### config.mk
export PLATFORM = sky130hd
export DESIGN_NAME = pwm_device_controller
export DESIGN_NICKNAME = d
export VERILOG_FILES = /design/src/rtl/pwm_pkg.sv /design/src/rtl/pwm_prescaler_counter.sv /design/src/rtl/pwm_device_controller.sv
export SDC_FILE = /design/constraint.sdc
export NUM_CORES = 1
export LEC_CHECK = 0
export ABC_AREA = 1
export CAP_MARGIN = 20
export CORE_UTILIZATION = 50
export DETAILED_ROUTE_END_ITERATION = 16
export DONT_BUFFER_PORTS = 1
export GPL_ROUTABILITY_DRIVEN = 0
export PLACE_DENSITY_LB_ADDON = 0.15
export SLEW_MARGIN = 20
export SYNTH_ARGS = -nofsm -noshare
export SYNTH_HDL_FRONTEND = slang
export SYNTH_SLANG_ARGS = --single-unit
### constraint.sdc
create_clock -name clk -period 2.5 [get_ports clk]
set_clock_uncertainty 0.05 [all_clocks]
set_input_delay 0.75 -clock clk [delete_from_list [all_inputs] [get_ports clk]]
set_output_delay 0.75 -clock clk [all_outputs]
set_load 0.005 [all_outputs]
### src/rtl/pwm_pkg.sv
// Shared register map and config field positions for the PWM device controller.
package pwm_pkg;

  localparam logic [3:0] ADDR_CONFIG       = 4'd0;
  localparam logic [3:0] ADDR_TOP          = 4'd1;
  localparam logic [3:0] ADDR_COUNTER      = 4'd2;
  localparam logic [3:0] ADDR_STATUS       = 4'd3;
  localparam logic [3:0] ADDR_COMPARE_BASE = 4'd4;

  localparam int CFG_ENABLE_BIT = 0;
  localparam int CFG_SCALE_LSB  = 4;
  localparam int CFG_IRQ_EN_BIT = 8;
  localparam int STATUS_WRAP_BIT = 0;

endpackage

### src/rtl/pwm_prescaler_counter.sv
// Prescaler and shared period counter; tick fires every (scale+1) cycles while
// running, wrap fires on the tick where the counter equals the active top.
module pwm_prescaler_counter #(
  parameter int WIDTH      = 16,
  parameter int SCALE_BITS = 4
) (
  input  logic                  clk,
  input  logic                  rst,
  input  logic                  run,
  input  logic [SCALE_BITS-1:0] scale,
  input  logic                  scale_load,
  input  logic [WIDTH-1:0]      top,
  output logic [WIDTH-1:0]      counter,
  output logic                  tick,
  output logic                  wrap
);

  logic [SCALE_BITS-1:0] presc_r;
  logic [WIDTH-1:0]      count_r;

  assign tick    = run && (presc_r == scale);
  assign wrap    = tick && (count_r == top);
  assign counter = count_r;

  // Prescaler and counter state; both held at zero whenever not running.
  always_ff @(posedge clk) begin
    if (rst) begin
      presc_r <= {SCALE_BITS{1'b0}};
      count_r <= {WIDTH{1'b0}};
    end else if (!run) begin
      presc_r <= {SCALE_BITS{1'b0}};
      count_r <= {WIDTH{1'b0}};
    end else begin
      // A scale change restarts the prescale interval from zero.
      presc_r <= (tick || scale_load) ? {SCALE_BITS{1'b0}} : presc_r + SCALE_BITS'(1);
      if (wrap) begin
        count_r <= {WIDTH{1'b0}};
      end else if (tick) begin
        count_r <= count_r + WIDTH'(1);
      end else begin
        count_r <= count_r;
      end
    end
  end

endmodule

### src/rtl/pwm_device_controller.sv
// PWM device controller: register file, double-buffered top/compare, compare channels.
// Optional wrap interrupt output is built when PWM_IRQ_EN is defined.
module pwm_device_controller
  import pwm_pkg::*;
#(
  parameter int OUTPUTS    = 4,
  parameter int WIDTH      = 16,
  parameter int SCALE_BITS = 4
) (
  input  logic               clk,
  input  logic               rst,
  input  logic               bus_we,
  input  logic               bus_re,
  input  logic [3:0]         bus_addr,
  input  logic [31:0]        bus_wdata,
  output logic [31:0]        bus_rdata,
  output logic               bus_rvalid,
  output logic [OUTPUTS-1:0] pwm_out
`ifdef PWM_IRQ_EN
  ,
  output logic               irq
`endif
);

  logic                  enable_r;
  logic                  enable_nxt_s;
  logic                  run_s;
  logic [SCALE_BITS-1:0] scale_r;
  logic [SCALE_BITS-1:0] scale_nxt_s;
  logic                  scale_load_s;
  logic                  cfg_wr_s;
  logic                  top_wr_s;
  logic                  status_wr_s;
  logic                  load_active_s;
  logic [WIDTH-1:0]      top_shadow_r;
  logic [WIDTH-1:0]      top_shadow_nxt_s;
  logic [WIDTH-1:0]      top_active_r;
  logic [WIDTH-1:0]      cmp_shadow_r     [OUTPUTS];
  logic [WIDTH-1:0]      cmp_shadow_nxt_s [OUTPUTS];
  logic [WIDTH-1:0]      cmp_active_r     [OUTPUTS];
  logic                  wrap_flag_r;
  logic                  wrap_flag_nxt_s;
  logic [WIDTH-1:0]      counter_s;
  logic                  tick_s;
  logic                  wrap_s;
  logic [OUTPUTS-1:0]    pwm_nxt_s;
  logic [31:0]           rd_data_s;
  logic                  unused_s;
`ifdef PWM_IRQ_EN
  logic                  irq_en_r;
`endif

  assign unused_s = ^{bus_wdata, tick_s};

  pwm_prescaler_counter #(
    .WIDTH      (WIDTH),
    .SCALE_BITS (SCALE_BITS)
  ) u_presc_counter (
    .clk        (clk),
    .rst        (rst),
    .run        (run_s),
    .scale      (scale_r),
    .scale_load (scale_load_s),
    .top        (top_active_r),
    .counter    (counter_s),
    .tick       (tick_s),
    .wrap       (wrap_s)
  );

  // Write decode and next-state of config, shadows and wrap flag.
  always_comb begin
    cfg_wr_s     = bus_we && (bus_addr == ADDR_CONFIG);
    top_wr_s     = bus_we && (bus_addr == ADDR_TOP);
    status_wr_s  = bus_we && (bus_addr == ADDR_STATUS);
    enable_nxt_s = cfg_wr_s ? bus_wdata[CFG_ENABLE_BIT] : enable_r;
    scale_nxt_s  = cfg_wr_s ? bus_wdata[CFG_SCALE_LSB +: SCALE_BITS] : scale_r;
    scale_load_s = (scale_nxt_s != scale_r);
    // Running needs enable both before and after this cycle's write, so a
    // start begins one cycle later and a stop takes hold at once.
    run_s         = enable_r && enable_nxt_s;
    load_active_s = wrap_s || !run_s;
    top_shadow_nxt_s = top_wr_s ? bus_wdata[WIDTH-1:0] : top_shadow_r;
    for (int i = 0; i < OUTPUTS; i++) begin
      cmp_shadow_nxt_s[i] = (bus_we && (bus_addr == ADDR_COMPARE_BASE + 4'(i)))
                            ? bus_wdata[WIDTH-1:0] : cmp_shadow_r[i];
      pwm_nxt_s[i]        = run_s && (counter_s >= cmp_active_r[i]);
    end
    if (wrap_s) begin
      wrap_flag_nxt_s = 1'b1;
    end else if (status_wr_s && bus_wdata[STATUS_WRAP_BIT]) begin
      wrap_flag_nxt_s = 1'b0;
    end else begin
      wrap_flag_nxt_s = wrap_flag_r;
    end
  end

  // Read mux over the pre-write register values.
  always_comb begin
    rd_data_s = 32'd0;
    case (bus_addr)
      ADDR_CONFIG: begin
        rd_data_s[CFG_ENABLE_BIT]                = enable_r;
        rd_data_s[CFG_SCALE_LSB +: SCALE_BITS]   = scale_r;
`ifdef PWM_IRQ_EN
        rd_data_s[CFG_IRQ_EN_BIT]                = irq_en_r;
`endif
      end
      ADDR_TOP:     rd_data_s = 32'(top_shadow_r);
      ADDR_COUNTER: rd_data_s = 32'(counter_s);
      ADDR_STATUS:  rd_data_s[STATUS_WRAP_BIT] = wrap_flag_r;
      default: begin
        for (int i = 0; i < OUTPUTS; i++) begin
          rd_data_s = rd_data_s | ((bus_addr == ADDR_COMPARE_BASE + 4'(i))
                                   ? 32'(cmp_shadow_r[i]) : 32'd0);
        end
      end
    endcase
  end

  // Config, shadow and active registers; actives load forwarded shadows on wrap or while stopped.
  always_ff @(posedge clk) begin
    if (rst) begin
      enable_r     <= 1'b0;
      scale_r      <= {SCALE_BITS{1'b0}};
      top_shadow_r <= {WIDTH{1'b1}};
      top_active_r <= {WIDTH{1'b1}};
      wrap_flag_r  <= 1'b0;
      for (int i = 0; i < OUTPUTS; i++) begin
        cmp_shadow_r[i] <= {WIDTH{1'b0}};
        cmp_active_r[i] <= {WIDTH{1'b0}};
      end
    end else begin
      enable_r     <= enable_nxt_s;
      scale_r      <= scale_nxt_s;
      top_shadow_r <= top_shadow_nxt_s;
      top_active_r <= load_active_s ? top_shadow_nxt_s : top_active_r;
      wrap_flag_r  <= wrap_flag_nxt_s;
      for (int i = 0; i < OUTPUTS; i++) begin
        cmp_shadow_r[i] <= cmp_shadow_nxt_s[i];
        cmp_active_r[i] <= load_active_s ? cmp_shadow_nxt_s[i] : cmp_active_r[i];
      end
    end
  end

  // Registered bus read response and PWM outputs.
  always_ff @(posedge clk) begin
    if (rst) begin
      bus_rdata  <= 32'd0;
      bus_rvalid <= 1'b0;
      pwm_out    <= {OUTPUTS{1'b0}};
    end else begin
      bus_rdata  <= bus_re ? rd_data_s : 32'd0;
      bus_rvalid <= bus_re;
      pwm_out    <= pwm_nxt_s;
    end
  end

`ifdef PWM_IRQ_EN
  // Interrupt enable and registered wrap interrupt.
  always_ff @(posedge clk) begin
    if (rst) begin
      irq_en_r <= 1'b0;
      irq      <= 1'b0;
    end else begin
      irq_en_r <= cfg_wr_s ? bus_wdata[CFG_IRQ_EN_BIT] : irq_en_r;
      irq      <= wrap_flag_r && irq_en_r;
    end
  end
`endif

endmodule
==> results.cfg, run 1 <==
[pwr]
peakVddDrop_uv = 397
total_power_mw = 7.66
leakage_nw = 6.50
power_density_nw_per_um2 = 637

[clocking]
cts_tree = done
cts_setup_buffers = 0
cts_inserted_buffers = 24
cts_buffer_depth = 3
htree_levels = 1
cts_repair_resize_count = 0
root_buffer = clkbuf_16
cts.sinks = 207
clock_latency_ps = 520
cts_hold_buf = 0
clkTransAtPathRegs_ps = 60

[route]
vias = 9644
wl_per_cell_um = 16.0
firstDrtPassIters = 5
drc = 0
routed_wl_mm = 30.2
detail-route-antenna-nets = 0
drtIter0Drc = 745
drt-vias-per-instance = 5.11

[worst_hold_path]
min_path_type = input pin to flop
min_path_cells = 1
hold_path_end = wrap_flag_r
min_from = rst

[timing]
setup_viol_count_final = 0
fmaxAchievable_mhz = 459
worst_slew_pin_slew_ps = 822
rsz0062_at_grt = no
layout_min_cycle_time_ps = 2180
finalCritPeriodShare_pct = 87.2
setup_tns_ps = 0
maxSlewViolCount = 0
slew-limit-headroom_pct = 45.2
hold_viol_final = 0

[worst_setup_path]
path_class = flop to flop
end_kind = flop
worstPathCellList = inv_1, nand2_1, nand2_1, nor2_1, nand2_1, nor2_1, nand3_4, nand2_4, buf_12, nand2_1, nand2_1, inv_1
path_max_fanout = 54
worst_setup_path_start_kind = flop
startpoint = u_presc_counter.counter[3]
reg2reg_depth = 12
r2r_start = u_presc_counter.counter[3]
cp_data_required_time_ps = 2850
r2r_setup_slack_ps = 320
cp_data_arrival_time_ps = 2530
reg2reg_to = cmp_active_r[3][2]
crit_path_frequent_cell = nand2_1
cp_slowest_cell = dfxtp_1
cp_slowest_stage_delay_ps = 590

[placed_design]
dp_hpwl_mm = 21.0
portBuffers = 0
place_inst = 1843

[synth]
synthAdderAreaFrac_pct = 7.70
ys_warn_count = 0
synth_top_area_share_pct = 38.6
synthCells = 1588
synth_area_leaders = dfxtp_1 (39%), nand2_1 (17%), inv_1 (10%)
yosysSeqAreaShare_pct = 38.6
muxShareOfSynthArea_pct = 0
yosys.area_share.xor_xnor_pct = 0.735
synth_top_family_by_area = simple AND/OR/NAND/NOR gates
yosysTopAreaCell = dfxtp_1
synth_area_um2 = 10700
synth_area_per_cell_um2 = 6.75
synthSimpleGateAreaFrac_pct = 27.7
synth-compound-area-share_pct = 11.0
synth-seq-cells = 207
ys_types = 34

[die]
fp.dieW_um = 148
die-area_um2 = 22000
ios = 77
core-area_um2 = 21000
initial_core_util_pct = 51.0
die_h_um = 148
rows = 53

[finish]
diodes = 0
final_layout_size_suffix_gt1_share_pct = 7.01
nets = 1700
area_growth_syn_to_layout_pct = 12.2
final_cells = 1886
fin_util_pct = 57.2

[job]
maxCapViolCount = 0

[global_routing]
grt_pass1_wl_mm = 47.4
grt_pass1_vias = 8740
antenna_found_initial = 0
grt_use_total_pct = 28.0
grt-ovfl-total = 0
grt_start_max_net_pins = 67

[status]
status = complete, no violations
==> worst max path at each step <==
stage | to | slack [ps] | cells past startpoint
6_report | cmp_active_r[3][2] | 320 | 12
5_1_grt | cmp_active_r[0][15] | 130 | 12
4_1_cts | cmp_active_r[3][14] | 330 | 12
3_5_place_dp | cmp_active_r[1][4] | 180 | 10
3_3_place_gp | cmp_active_r[1][6] | 200 | 10
2_1_floorplan | cmp_active_r[2][10] | 470 | 12
==> routing by layer <==
metal / part of all wire [%] / GRT usage, % / up-vias
li1: - / - / 4934
met1: 45 / 38.1 / 4375
met2: 45 / 45.5 / 289
met3: 7.7 / 4.57 / 46
met4: 2.5 / 7.84 / 0
met5: 0 / 0 / -
==> through the flow <==
stage / hold WS [ps] / area (um^2) / setup slack, ps
finish: 252 / 12000 / 320
global route: 240 / 12000 / 127
CTS: 238 / 12000 / 332
detailed placement: 414 / 11200 / 183
global placement: 414 / 11200 / 204
floorplan: 391 / 10800 / 470
==> critical path, delay by kind of cell, from the launching register on <==
| kind | cells | cell delay (ps) |
|---|---|---|
| flops | 1 | 590 |
| simple gates | 9 | 940 |
| buf+inv | 3 | 460 |
==> power by group <==
| part | internal [mW] | switching (mW) |
|---|---|---|
| logic | 0.132 | 0.297 |
| registers | 3.36 | 0.0271 |
| clock network | 2.44 | 1.40 |
| total | 5.93 | 1.72 |
==> cells by family after synthesis <==
logic type / count (synthesis)
XOR/XNOR: 9
AND/OR/NAND/NOR: 717
AO/OA/AOI/OAI: 209
flip-flops: 207
adder cells (fa/ha/maj): 66
buffers and inverters: 379
other: 1
==> cell usage in the layout, fill, tap and decap left out, types with 2 or more instances in the layout <==
| cell type | n |
|---|---|
| buf_4 | 40 |
| nand2_1 | 493 |
| conb_1 | 16 |
| o21a_1 | 4 |
| ha_1 | 66 |
| buf_12 | 6 |
| a21oi_1 | 72 |
| a211oi_1 | 5 |
| nand3_1 | 134 |
| inv_1 | 294 |
| clkbuf_16 | 25 |
| bufinv_16 | 4 |
| nand4_1 | 4 |
| o21ai_0 | 93 |
| o221ai_1 | 2 |
| or2_2 | 14 |
| clkbuf_8 | 7 |
| nor3_1 | 14 |
| a41oi_1 | 11 |
| inv_2 | 3 |
| o211ai_1 | 19 |
| nor2_2 | 4 |
| clkinv_2 | 2 |
| nor2_4 | 2 |
| dfxtp_1 | 207 |
| xor2_1 | 8 |
| clkbuf_1 | 4 |
| nor2_1 | 47 |
==> flip-flops by register name (all words and copies together), names as in the netlist <==
name	count
wrap_flag_r	1
bus_rvalid	1
bus_rdata	16
u_presc_counter.presc_r	4
pwm_out	4
cmp_active_r	64
scale_r	4
enable_r	1
top_active_r	16
top_shadow_r	16
u_presc_counter.counter	16
cmp_shadow_r	64
==> final cells by class <==
cell class	count	area, um^2
repair buffers	46	420
well taps	275	344
multi-input cells	1017	5130
clock inverters	7	138
inverters	298	1120
fillers	2083	8990
clock buffers	36	737
flip-flops and latches	207	4140
==> cell usage after synthesis (all sizes together) <==
| cell type | instances |
|---|---|
| a211oi | 5 |
| o211ai | 19 |
| a21oi | 72 |
| clkbuf | 41 |
| inv | 297 |
| o2111ai | 1 |
| clkinv | 1 |
| xnor2 | 1 |
| a22o | 1 |
| o221ai | 2 |
| conb | 1 |
| buf | 40 |
| nand2 | 494 |
| nor3 | 15 |
| nand4 | 4 |
| and2 | 1 |
| o21ai | 94 |
| nor2 | 53 |
| or2 | 14 |
| o21a | 4 |
| xor2 | 8 |
| nand3 | 136 |
| a41oi | 11 |
| dfxtp | 207 |
| ha | 66 |
No activity file was read; power rests on OpenSTA's default activity.
==> run 2, diff against run 1 <==
- clock period: 2.5 -> 1.8 ns (I/O delays scaled with it)
==> results.cfg, run 2 (synthesized netlist as in run 1, its figures left out) <==
[status]
status = complete, but fails checks
violations = negative setup slack

[pwr]
leakage_nw = 7.09
peakVddDrop_uv = 717
power_density_nw_per_um2 = 786
total_power_mw = 10.5

[clocking]
cts_tree = done
clkTransAtPathRegs_ps = 60
cts_inserted_buffers = 24
cts_hold_buf = 0
cts_buffer_depth = 3
clock_latency_ps = 520
cts.sinks = 207
root_buffer = clkbuf_16
htree_levels = 1

[worst_setup_path]
cp_data_arrival_time_ps = 2210
path_class = flop to flop
reg2reg_depth = 13
worst_setup_path_start_kind = flop
reg2reg_to = cmp_active_r[2][5]
r2r_setup_slack_ps = -40
end_kind = flop
path_max_fanout = 8
cp_data_required_time_ps = 2160
r2r_start = top_active_r[14]

[global_routing]
grt-ovfl-total = 0
grt_start_max_net_pins = 41
grt_use_total_pct = 28.8
antenna_found_initial = 0
grt_pass1_wl_mm = 49.1
grt_pass1_vias = 9128

[finish]
fillers = 1881
nets = 1792
area_growth_syn_to_layout_pct = 24.6
final_layout_size_suffix_gt1_share_pct = 18.0
final_common_cell = nand2_1
fin_util_pct = 63.6
layout_common_cells = nand2_1 (450), inv_1 (284), dfxtp_1 (188)
largestRegisters = cmp_active_r: 64 flops, cmp_shadow_r: 64 flops
final_cells = 1977
diodes = 0

[route]
routed_wl_mm = 32.7
drc = 0
wl_per_cell_um = 16.5
drtIter0Drc = 1028
vias = 10200
detail-route-antenna-nets = 0
firstDrtPassIters = 7
drt-vias-per-instance = 5.14

[timing]
finalCritPeriodShare_pct = 102
hold_viol_final = 0
maxSlewViolCount = 0
hold_slack_ps = 38.6
final_critical_path_setup_slack_ps = -43.5
setup_tns_ps = -214
rsz0062_at_grt = yes
setup_viol_count_final = 23
layout_min_cycle_time_ps = 1840
fmaxAchievable_mhz = 542

[job]
maxCapViolCount = 0

[placed_design]
place_inst = 1918
portBuffers = 0
dp_hpwl_mm = 21.9

[worst_hold_path]
min_path_cells = 1
min_from = rst
min_path_type = input pin to flop
hold_path_end = wrap_flag_r

[die]
rows = 53
initial_core_util_pct = 51.0
core-area_um2 = 21000
ios = 77
die_h_um = 148
fp.dieW_um = 148
die-area_um2 = 22000
run 2: metrics by stage:
step	area (um^2)	setup slack (ps)
floorplan	10800	8.36
global placement	11900	-92.2
detailed placement	11900	-118
finish	13400	-43.5
global route	13400	-172
CTS	12700	4.48
run 2: cell type report:
type | count | area [um^2] | area share [%]
clock buffer | 34 | 689 | 5.16
clock inverter | 8 | 121 | 0.908
inverter | 298 | 1120 | 8.37
multi-input combinational | 1018 | 5520 | 41.3
sequential | 207 | 4180 | 31.2
tap | 275 | 344 | 2.57
timing repair buffer | 137 | 1400 | 10.5
run 2: worst max-delay path: stages (launching register included):
cell,delay [ps]
dfxtp_1,350
inv_1,50
nand2_1,60
nand2_1,60
nor2_2,120
nand2_1,70
nor2_1,100
buf_4,140
nand3_4,150
nand2_8,220
clkbuf_16,190
nand2_4,50
nand2_1,70
inv_1,50
run 2: timing repair:
action / in CTS / in global routing
setup endpoints to repair: 47 / 92
cloned: 0 / 9
pin swaps: 0 / 26
buffers inserted: 0 / 9
gates resized for setup: 11 / 120
run 2: per-layer routing:
metal | vias up | track usage, % | share of wire [%]
li1 | 5111 | - | -
met1 | 4660 | 40.7 | 45
met2 | 343 | 46.0 | 45
met3 | 57 | 3.65 | 6.9
met4 | 0 | 7.47 | 2.4
met5 | - | 0 | 0
run 2: worst max-delay path by stage:
stage	startpoint	endpoint	slack, ps
6_report	top_active_r[14]	cmp_active_r[2][5]	-40
5_1_grt	top_active_r[14]	cmp_active_r[2][5]	-170
4_1_cts	u_presc_counter.counter[13]	pwm_out[2]	4
3_5_place_dp	bus_addr[2]	bus_rdata[13]	-120
3_3_place_gp	bus_addr[2]	bus_rdata[13]	-90
2_1_floorplan	bus_addr[3]	top_active_r[1]	8
run 2: power by group:
group,internal [mW],switching (mW)
Combinational,0.281,0.469
Sequential,4.67,0.0379
Clock,3.09,1.96
==> run 3, diff against run 2 <==
- MAX_ROUTING_LAYER: unset -> met4
- SLEW_MARGIN: 20 -> 0
==> results.cfg, run 3 (synthesized netlist as in run 1, its figures left out) <==
[route]
drtIter0Drc = 862
routed_wl_mm = 32.8
wl_per_cell_um = 16.6
drc = 0
drt-vias-per-instance = 5.14
firstDrtPassIters = 5
detail-route-antenna-nets = 0
vias = 10200

[worst_setup_path]
cp_data_required_time_ps = 2160
path_max_fanout = 8
reg2reg_to = cmp_active_r[2][5]
path_class = flop to flop
worst_setup_path_start_kind = flop
end_kind = flop
reg2reg_depth = 13
r2r_setup_slack_ps = -60
r2r_start = top_active_r[14]
cp_data_arrival_time_ps = 2230

[timing]
maxSlewViolCount = 0
final_critical_path_setup_slack_ps = -61.1
finalCritPeriodShare_pct = 103
layout_min_cycle_time_ps = 1860
hold_viol_final = 0
setup_tns_ps = -348
fmaxAchievable_mhz = 537
rsz0062_at_grt = yes
setup_viol_count_final = 28

[finish]
diodes = 0
layout_common_cells = nand2_1 (445), inv_1 (282), dfxtp_1 (188)
area_growth_syn_to_layout_pct = 24.8
nets = 1792
final_cell_area_um2 = 13400
fin_util_pct = 63.7
final_common_cell = nand2_1
final_layout_size_suffix_gt1_share_pct = 18.5
fillers = 1878
largestRegisters = cmp_active_r: 64 flops, cmp_shadow_r: 64 flops
final_cells = 1977

[placed_design]
portBuffers = 0
dpl_cell_area_um2 = 11900
place_inst = 1918
dp_hpwl_mm = 21.9

[clocking]
root_buffer = clkbuf_16
htree_levels = 1
cts_inserted_buffers = 24
cts_tree = done
cts.sinks = 207
clock_latency_ps = 520
cts_buffer_depth = 3
clkTransAtPathRegs_ps = 60

[pwr]
leakage_nw = 7.09
peakVddDrop_uv = 712
power_density_nw_per_um2 = 785
total_power_mw = 10.5

[die]
die-area_um2 = 22000
fp.dieW_um = 148
ios = 77
initial_core_util_pct = 51.0
rows = 53
core-area_um2 = 21000
die_h_um = 148

[worst_hold_path]
min_path_type = input pin to flop
min_from = rst
hold_path_end = wrap_flag_r
min_path_cells = 1

[global_routing]
antenna_found_initial = 0
grt-ovfl-total = 0
grt_start_max_net_pins = 41
grt_use_total_pct = 29.7
grt_pass1_wl_mm = 49.2
grt_pass1_vias = 9127

[job]
maxCapViolCount = 0

[status]
status = complete, but fails checks
violations = negative setup slack
run 3: changes by cell type in the layout (fill, tap and decap cells not counted):
cell,previous run,this run
nand2_2,34,38
nand2_1,450,445
nand2_4,10,11
inv_1,284,282
nor3_2,3,4
nor3_1,10,9
inv_2,13,15
run 3: critical path, stage by stage, from the launching register on:
cell and delay, ps:
dfxtp_1 350, inv_1 50, nand2_1 60, nand2_1 60, nor2_2 120, nand2_1 70
nor2_1 100, buf_4 130, nand3_4 150, nand2_8 220, clkbuf_16 190, nand2_4 50
nand2_1 80, inv_1 50
run 3: how the worst max path moves through the flow:
stage	endpoint	start
2_1_floorplan	top_active_r[1]	bus_addr[3]
3_3_place_gp	bus_rdata[13]	bus_addr[2]
3_5_place_dp	bus_rdata[13]	bus_addr[2]
4_1_cts	pwm_out[2]	u_presc_counter.counter[13]
5_1_grt	cmp_active_r[2][5]	top_active_r[14]
6_report	cmp_active_r[2][5]	top_active_r[14]
run 3: stage by stage:
step	setup slack [ps]	hold slack, ps
6_report	-61.1	33.1
5_1_grt	-172	18.2
4_1_cts	4.48	19.7
3_5_place_dp	-118	413
3_3_place_gp	-92.2	407
2_1_floorplan	8.36	391
run 3: final cells by class:
class | count | area [um^2] | area share, %
repair buffers | 137 | 1400 | 10.5
flip-flops and latches | 207 | 4180 | 31.2
multi-input cells | 1018 | 5540 | 41.4
clock inverters | 8 | 121 | 0.906
inverters | 298 | 1120 | 8.35
clock buffers | 34 | 689 | 5.15
well taps | 275 | 344 | 2.57
run 3: where the power goes:
part / total (mW) / switching [mW] / internal [mW]
combinational: 0.753 / 0.470 / 0.282
sequential: 4.71 / 0.0378 / 4.67
clock: 5.05 / 1.97 / 3.09
run 3: timing repair:
action	CTS	global route
pin swaps	0	27
cloned	0	9
buffers inserted	0	9
resized for setup	11	129
endpoints found under the setup margin	47	92
hold buffers	0	0
run 3: metal layers:
layer  vias to the layer above  track usage, %  wire [um]
met4                         0            7.47        780
met2                       341            46.0      14700
met3                        62            3.47       2090
li1                       5104               -          -
met1                      4659            40.9      15200
met5                         -               -          0
==> edit 1 (settings of run 2) <==
`WIDTH` is set to 16 in 2 places; all go to 20.
--- a/src/rtl/pwm_prescaler_counter.sv
+++ b/src/rtl/pwm_prescaler_counter.sv
@@ -1,7 +1,7 @@
 // Prescaler and shared period counter; tick fires every (scale+1) cycles while
 // running, wrap fires on the tick where the counter equals the active top.
 module pwm_prescaler_counter #(
-  parameter int WIDTH      = 16,
+  parameter int WIDTH      = 20,
   parameter int SCALE_BITS = 4
 ) (
   input  logic                  clk,
--- a/src/rtl/pwm_device_controller.sv
+++ b/src/rtl/pwm_device_controller.sv
@@ -4,7 +4,7 @@
   import pwm_pkg::*;
 #(
   parameter int OUTPUTS    = 4,
-  parameter int WIDTH      = 16,
+  parameter int WIDTH      = 20,
   parameter int SCALE_BITS = 4
 ) (
   input  logic               clk,
Function: changed (a bounded check fails within 4 cycles, from zero or initial values and one cycle with rst high).
==> edit 1 against run 2 <==
Area after synthesis rose by 21%; wire length increased by 18%; largest cell class unchanged; design area is 17% higher; sequential cell count grew 48; maximum frequency decreased by 2.6%; non-clock buffer count decreased by 3; the run still ends with setup timing left; power rose by 20%; setup slack lost 0.049 ns; highest routed layer unchanged.
==> edit 1: results (changes against run 2) <==
outcome=finished, violations left (unchanged); # setup viols final=83 (was 23); fill count=2336 (was 1881); inverter count=376 (was 298); fin nets=2101 (was 1792); Antenna Cells=1 (was 0); Max IR drop VDD=672 uV (was 717 uV); final setup TNS=-4.13 ns (was -0.214 ns); final worst setup slack=-0.0928 ns (was -0.0435 ns); area share of xor/xnor cells in the synthesized design=1.96% (was 0.735%); worst endpoint data arrival time=2.29 ns (was 2.21 ns); switching power=2.92 mW (was 2.46 mW); Repair and plain buffers=134 (was 137); adder-cell share of the synthesized area=7.91% (was 7.70%); synth top area cells=dfxtp_1 39%, nand2_1 14%, inv_1 11% (was dfxtp_1 39%, nand2_1 17%, inv_1 10%); #MultiIn Comb=1184 (was 1018); first-pass GRT wire length=59.4 mm (was 49.1 mm); failing checks=setup timing (unchanged); DR iter-0 viols=1093 (was 1028); area of the multi-input gates=6260 sq um (was 5520 sq um); Signal buf overhead=9.24% (was 10.5%); clock buffers=38 (was 34); vias in the first global route=11258 (was 9128); Largest regs=cmp_active_r x80, cmp_shadow_r x80 (was cmp_active_r x64, cmp_shadow_r x64); Via Count=11974 (was 10171); register fraction of the total cell area=32.8% (was 31.2%); GRT Total Usage=28.8% (about the same); Placed Instance Area=14300 sq um (was 11900 sq um); CTS Buf Count=28 (was 24); Detail Placement HPWL=26.7 mm (was 21.9 mm); DP Cell Count=2269 (was 1918); Final Util=61.6% (was 63.6%); pin count of the biggest net entering global routing=83 (was 41)
==> edit 1: cell count changes after synthesis, sizes merged, moves of 12 or more <==
| cell | delta |
|---|---|
| dfxtp | +48 |
| inv | +78 |
| ha | +16 |
| nand2 | -14 |
| o22ai | +35 |
| a31oi | +18 |
| nor2 | +99 |
| xnor2 | +13 |
| or2 | -14 |
| o211ai | -12 |
==> edit 1: final timing paths <==
path                                                  start                  to  slack (ns)  cells after the start
worst min-delay path                                    rst         wrap_flag_r        0.02                      1
worst max-delay path            u_presc_counter.counter[16]  cmp_active_r[0][5]       -0.09                     13
worst min register to register             top_active_r[13]    top_active_r[13]        0.43                      2
worst max register to register  u_presc_counter.counter[16]  cmp_active_r[0][5]       -0.09                     13
==> edit 1: layer usage <==
| metal | up-vias | wire length (microns) | global-route usage (%) |
|---|---|---|---|
| met2 | 412 | 17300 | 46.7 |
| met3 | 66 | 3230 | 5.76 |
| met4 | 0 | 981 | 8.92 |
| met1 | 5441 | 17000 | 38.4 |
| met5 | - | 0 | 0 |
| li1 | 6055 | - | - |
==> edit 1: power groups by stage <==
| stage | combinational (mW) | sequential, mW | clock, mW |
|---|---|---|---|
| 2_1_floorplan | 0.541 | 5.94 | 0 |
| 3_3_place_gp | 0.744 | 5.94 | 0 |
| 3_5_place_dp | 0.760 | 5.95 | 0 |
| 4_1_cts | 0.767 | 5.82 | 6.03 |
| 5_1_grt | 0.910 | 5.83 | 6.24 |
| 6_report | 0.810 | 5.82 | 5.97 |
==> edit 1: what timing repair did <==
item | in CTS | in global routing
pin swaps | 0 | 6
gates cloned | 0 | 4
setup endpoints to repair | 83 | 122
buffers inserted | 0 | 6
resized for setup | 7 | 61
==> edit 2 (config.mk and constraints of run 2) <==
Without the edit above. Register the inputs `bus_we`, `bus_re` and `bus_addr` before use, without a reset. The logic sees them one clock later. The other inputs are not delayed to match.
--- a/src/rtl/pwm_device_controller.sv
+++ b/src/rtl/pwm_device_controller.sv
@@ -21,6 +21,16 @@
   output logic               irq
 `endif
 );
+
+  logic bus_we_q;
+  logic bus_re_q;
+  logic [3:0] bus_addr_q;
+
+  always_ff @(posedge clk) begin
+    bus_we_q   <= bus_we;
+    bus_re_q   <= bus_re;
+    bus_addr_q <= bus_addr;
+  end
 
   logic                  enable_r;
   logic                  enable_nxt_s;
@@ -69,9 +79,9 @@
 
   // Write decode and next-state of config, shadows and wrap flag.
   always_comb begin
-    cfg_wr_s     = bus_we && (bus_addr == ADDR_CONFIG);
-    top_wr_s     = bus_we && (bus_addr == ADDR_TOP);
-    status_wr_s  = bus_we && (bus_addr == ADDR_STATUS);
+    cfg_wr_s     = bus_we_q && (bus_addr_q == ADDR_CONFIG);
+    top_wr_s     = bus_we_q && (bus_addr_q == ADDR_TOP);
+    status_wr_s  = bus_we_q && (bus_addr_q == ADDR_STATUS);
     enable_nxt_s = cfg_wr_s ? bus_wdata[CFG_ENABLE_BIT] : enable_r;
     scale_nxt_s  = cfg_wr_s ? bus_wdata[CFG_SCALE_LSB +: SCALE_BITS] : scale_r;
     scale_load_s = (scale_nxt_s != scale_r);
@@ -81,7 +91,7 @@
     load_active_s = wrap_s || !run_s;
     top_shadow_nxt_s = top_wr_s ? bus_wdata[WIDTH-1:0] : top_shadow_r;
     for (int i = 0; i < OUTPUTS; i++) begin
-      cmp_shadow_nxt_s[i] = (bus_we && (bus_addr == ADDR_COMPARE_BASE + 4'(i)))
+      cmp_shadow_nxt_s[i] = (bus_we_q && (bus_addr_q == ADDR_COMPARE_BASE + 4'(i)))
                             ? bus_wdata[WIDTH-1:0] : cmp_shadow_r[i];
       pwm_nxt_s[i]        = run_s && (counter_s >= cmp_active_r[i]);
     end
@@ -97,7 +107,7 @@
   // Read mux over the pre-write register values.
   always_comb begin
     rd_data_s = 32'd0;
-    case (bus_addr)
+    case (bus_addr_q)
       ADDR_CONFIG: begin
         rd_data_s[CFG_ENABLE_BIT]                = enable_r;
         rd_data_s[CFG_SCALE_LSB +: SCALE_BITS]   = scale_r;
@@ -110,7 +120,7 @@
       ADDR_STATUS:  rd_data_s[STATUS_WRAP_BIT] = wrap_flag_r;
       default: begin
         for (int i = 0; i < OUTPUTS; i++) begin
-          rd_data_s = rd_data_s | ((bus_addr == ADDR_COMPARE_BASE + 4'(i))
+          rd_data_s = rd_data_s | ((bus_addr_q == ADDR_COMPARE_BASE + 4'(i))
                                    ? 32'(cmp_shadow_r[i]) : 32'd0);
         end
       end
@@ -149,8 +159,8 @@
       bus_rvalid <= 1'b0;
       pwm_out    <= {OUTPUTS{1'b0}};
     end else begin
-      bus_rdata  <= bus_re ? rd_data_s : 32'd0;
-      bus_rvalid <= bus_re;
+      bus_rdata  <= bus_re_q ? rd_data_s : 32'd0;
+      bus_rvalid <= bus_re_q;
       pwm_out    <= pwm_nxt_s;
     end
   end
Check against the original RTL: not equivalent (Yosys sat finds a counterexample within 4 cycles, from zero or initial values and one cycle with rst high).
==> edit 2 against run 2 <==
The run still ends with setup timing left; core utilization down 2.0 points; design area shrank 2.5%; area after synthesis is 1.4% higher; via count is 0.57% higher; wire length rose by 3.0%; sequential cell count is 6 higher; global-route usage increased by 0.85 points; worst hold slack got worse by 0.0030 ns; maximum frequency up 2.3%; power is 1.1% lower; combinational power shrank 5.6%; setup slack gained 0.041 ns; largest power group is now sequential cells.
==> edit 2: results (changes against run 2) <==
outcome=finished, violations left (unchanged); failing checks=setup timing (unchanged); final wirelength=33.7 mm (was 32.7 mm); Met1 Wirelength=14.9 mm (was 14.8 mm); metal2 WL=15.0 mm (was 14.8 mm); period utilisation layout=100% (was 102%); vias in the first global route=9397 (was 9128); Post-Layout Cell Count=1970 (was 1977); first-pass GRT wire length=50.5 mm (was 49.1 mm); final worst setup slack=-0.00256 ns (was -0.0435 ns); DP Cell Count=1910 (was 1918); fin nets=1784 (was 1792); Hold Buf Count CTS=6 (was 0); DR iter-0 viols=908 (was 1028); Post-synth top cells=501 x nand2_1, 297 x inv_1, 213 x dfxtp_1 (was 493 x nand2_1, 295 x inv_1, 207 x dfxtp_1); Vias/cell=5.19 (was 5.14); startpoint types=flop (unchanged); pin count of the biggest net entering global routing=47 (was 41); DR pass1 iterations=7 (unchanged); Max IR drop VDD=547 uV (was 717 uV); worst-path fanout max=11 (was 8); post-cts resize count=25 (was 11); wire length on met3=2.86 mm (was 2.26 mm); worst slack, placed=-0.0900 ns (was -0.118 ns); clock-pin slew on the worst setup and hold paths=0.06 ns (about the same); initial antenna violation count=0 (unchanged); layout cells sized above 1=13.1% (was 18.0%); synth top area cells=dfxtp_1 39%, nand2_1 17%, inv_1 10% (unchanged); leakage=7.05 nW (was 7.09 nW); final setup TNS=-0.00365 ns (was -0.214 ns); Hold Slack=0.0356 ns (was 0.0386 ns); worst endpoint data arrival time=2.17 ns (was 2.21 ns); Post-Syn Instances=1599 (was 1588); GRT Total Usage=29.6% (was 28.8%); Detail Placement HPWL=23.1 mm (was 21.9 mm); worst r2r src=bus_addr_q[3] (was top_active_r[14]); Placed Instance Area=11800 sq um (was 11900 sq um); postcts setup bufs=3 (was 0); sequential area share after synthesis=39.2% (was 38.6%); CP max stage delay=0.34 ns; Largest regs=cmp_active_r x64, cmp_shadow_r x64 (unchanged); # setup viols final=2 (was 23); Yosys cell types=35 (was 34)
==> edit 2: cell types whose count changed in the layout (fill, tap and decap cells not counted), moves of 6 or more <==
cell | before | now
nand2_1 | 450 | 495
nand2_2 | 34 | 5
buf_4 | 107 | 82
a21oi_2 | 13 | 1
a21oi_1 | 59 | 69
nand2_4 | 10 | 1
inv_1 | 284 | 292
dfxtp_1 | 188 | 195
ha_1 | 59 | 66
ha_4 | 7 | 0
inv_2 | 13 | 6
dlygate4sd3_1 | 0 | 6
==> edit 2: power breakdown <==
group	leakage, nW	switching [mW]	total (mW)	internal (mW)
registers	1.74	0.0470	4.86	4.81
logic	4.93	0.455	0.708	0.253
clock network	0.379	1.98	4.82	2.85
==> edit 2: cells by family (layout without fill, tap and decap cells) <==
group | count (synthesis) | count (layout) | synth area share, %
AOI/OAI and AO/OA | 206 | 206 | 10.7
xor gates and xnor gates | 9 | 9 | 0.725
adders and majority gates | 66 | 66 | 7.59
buffers and inverters | 381 | 462 | 14.3
DFF | 213 | 213 | 39.2
other | 1 | 16 | 0.0345
and+or+nand+nor | 723 | 723 | 27.4
==> edit 2: cell type report <==
type	count	area, sq um
multi-input cells	1020	5240
inverters	300	1130
well taps	275	344
clock inverters	7	62.6
fillers	1968	8120
repair inverters	1	7.51
flip-flops and latches	213	4290
clock buffers	36	707
repair buffers	118	1250
==> edit 2: final timing paths <==
check        depth (start not counted)            endpoint
max                                 11  cmp_active_r[1][9]
max reg2reg                         11  cmp_active_r[1][9]
min reg2reg                          2         wrap_flag_r
min                                  1         wrap_flag_r
==> edit 2: metal layers <==
metal | vias to the layer above | track usage (%)
li1 | 5112 | -
met1 | 4662 | 41.0
met2 | 396 | 47.2
met3 | 59 | 4.33
met4 | 0 | 9.74
met5 | - | 0
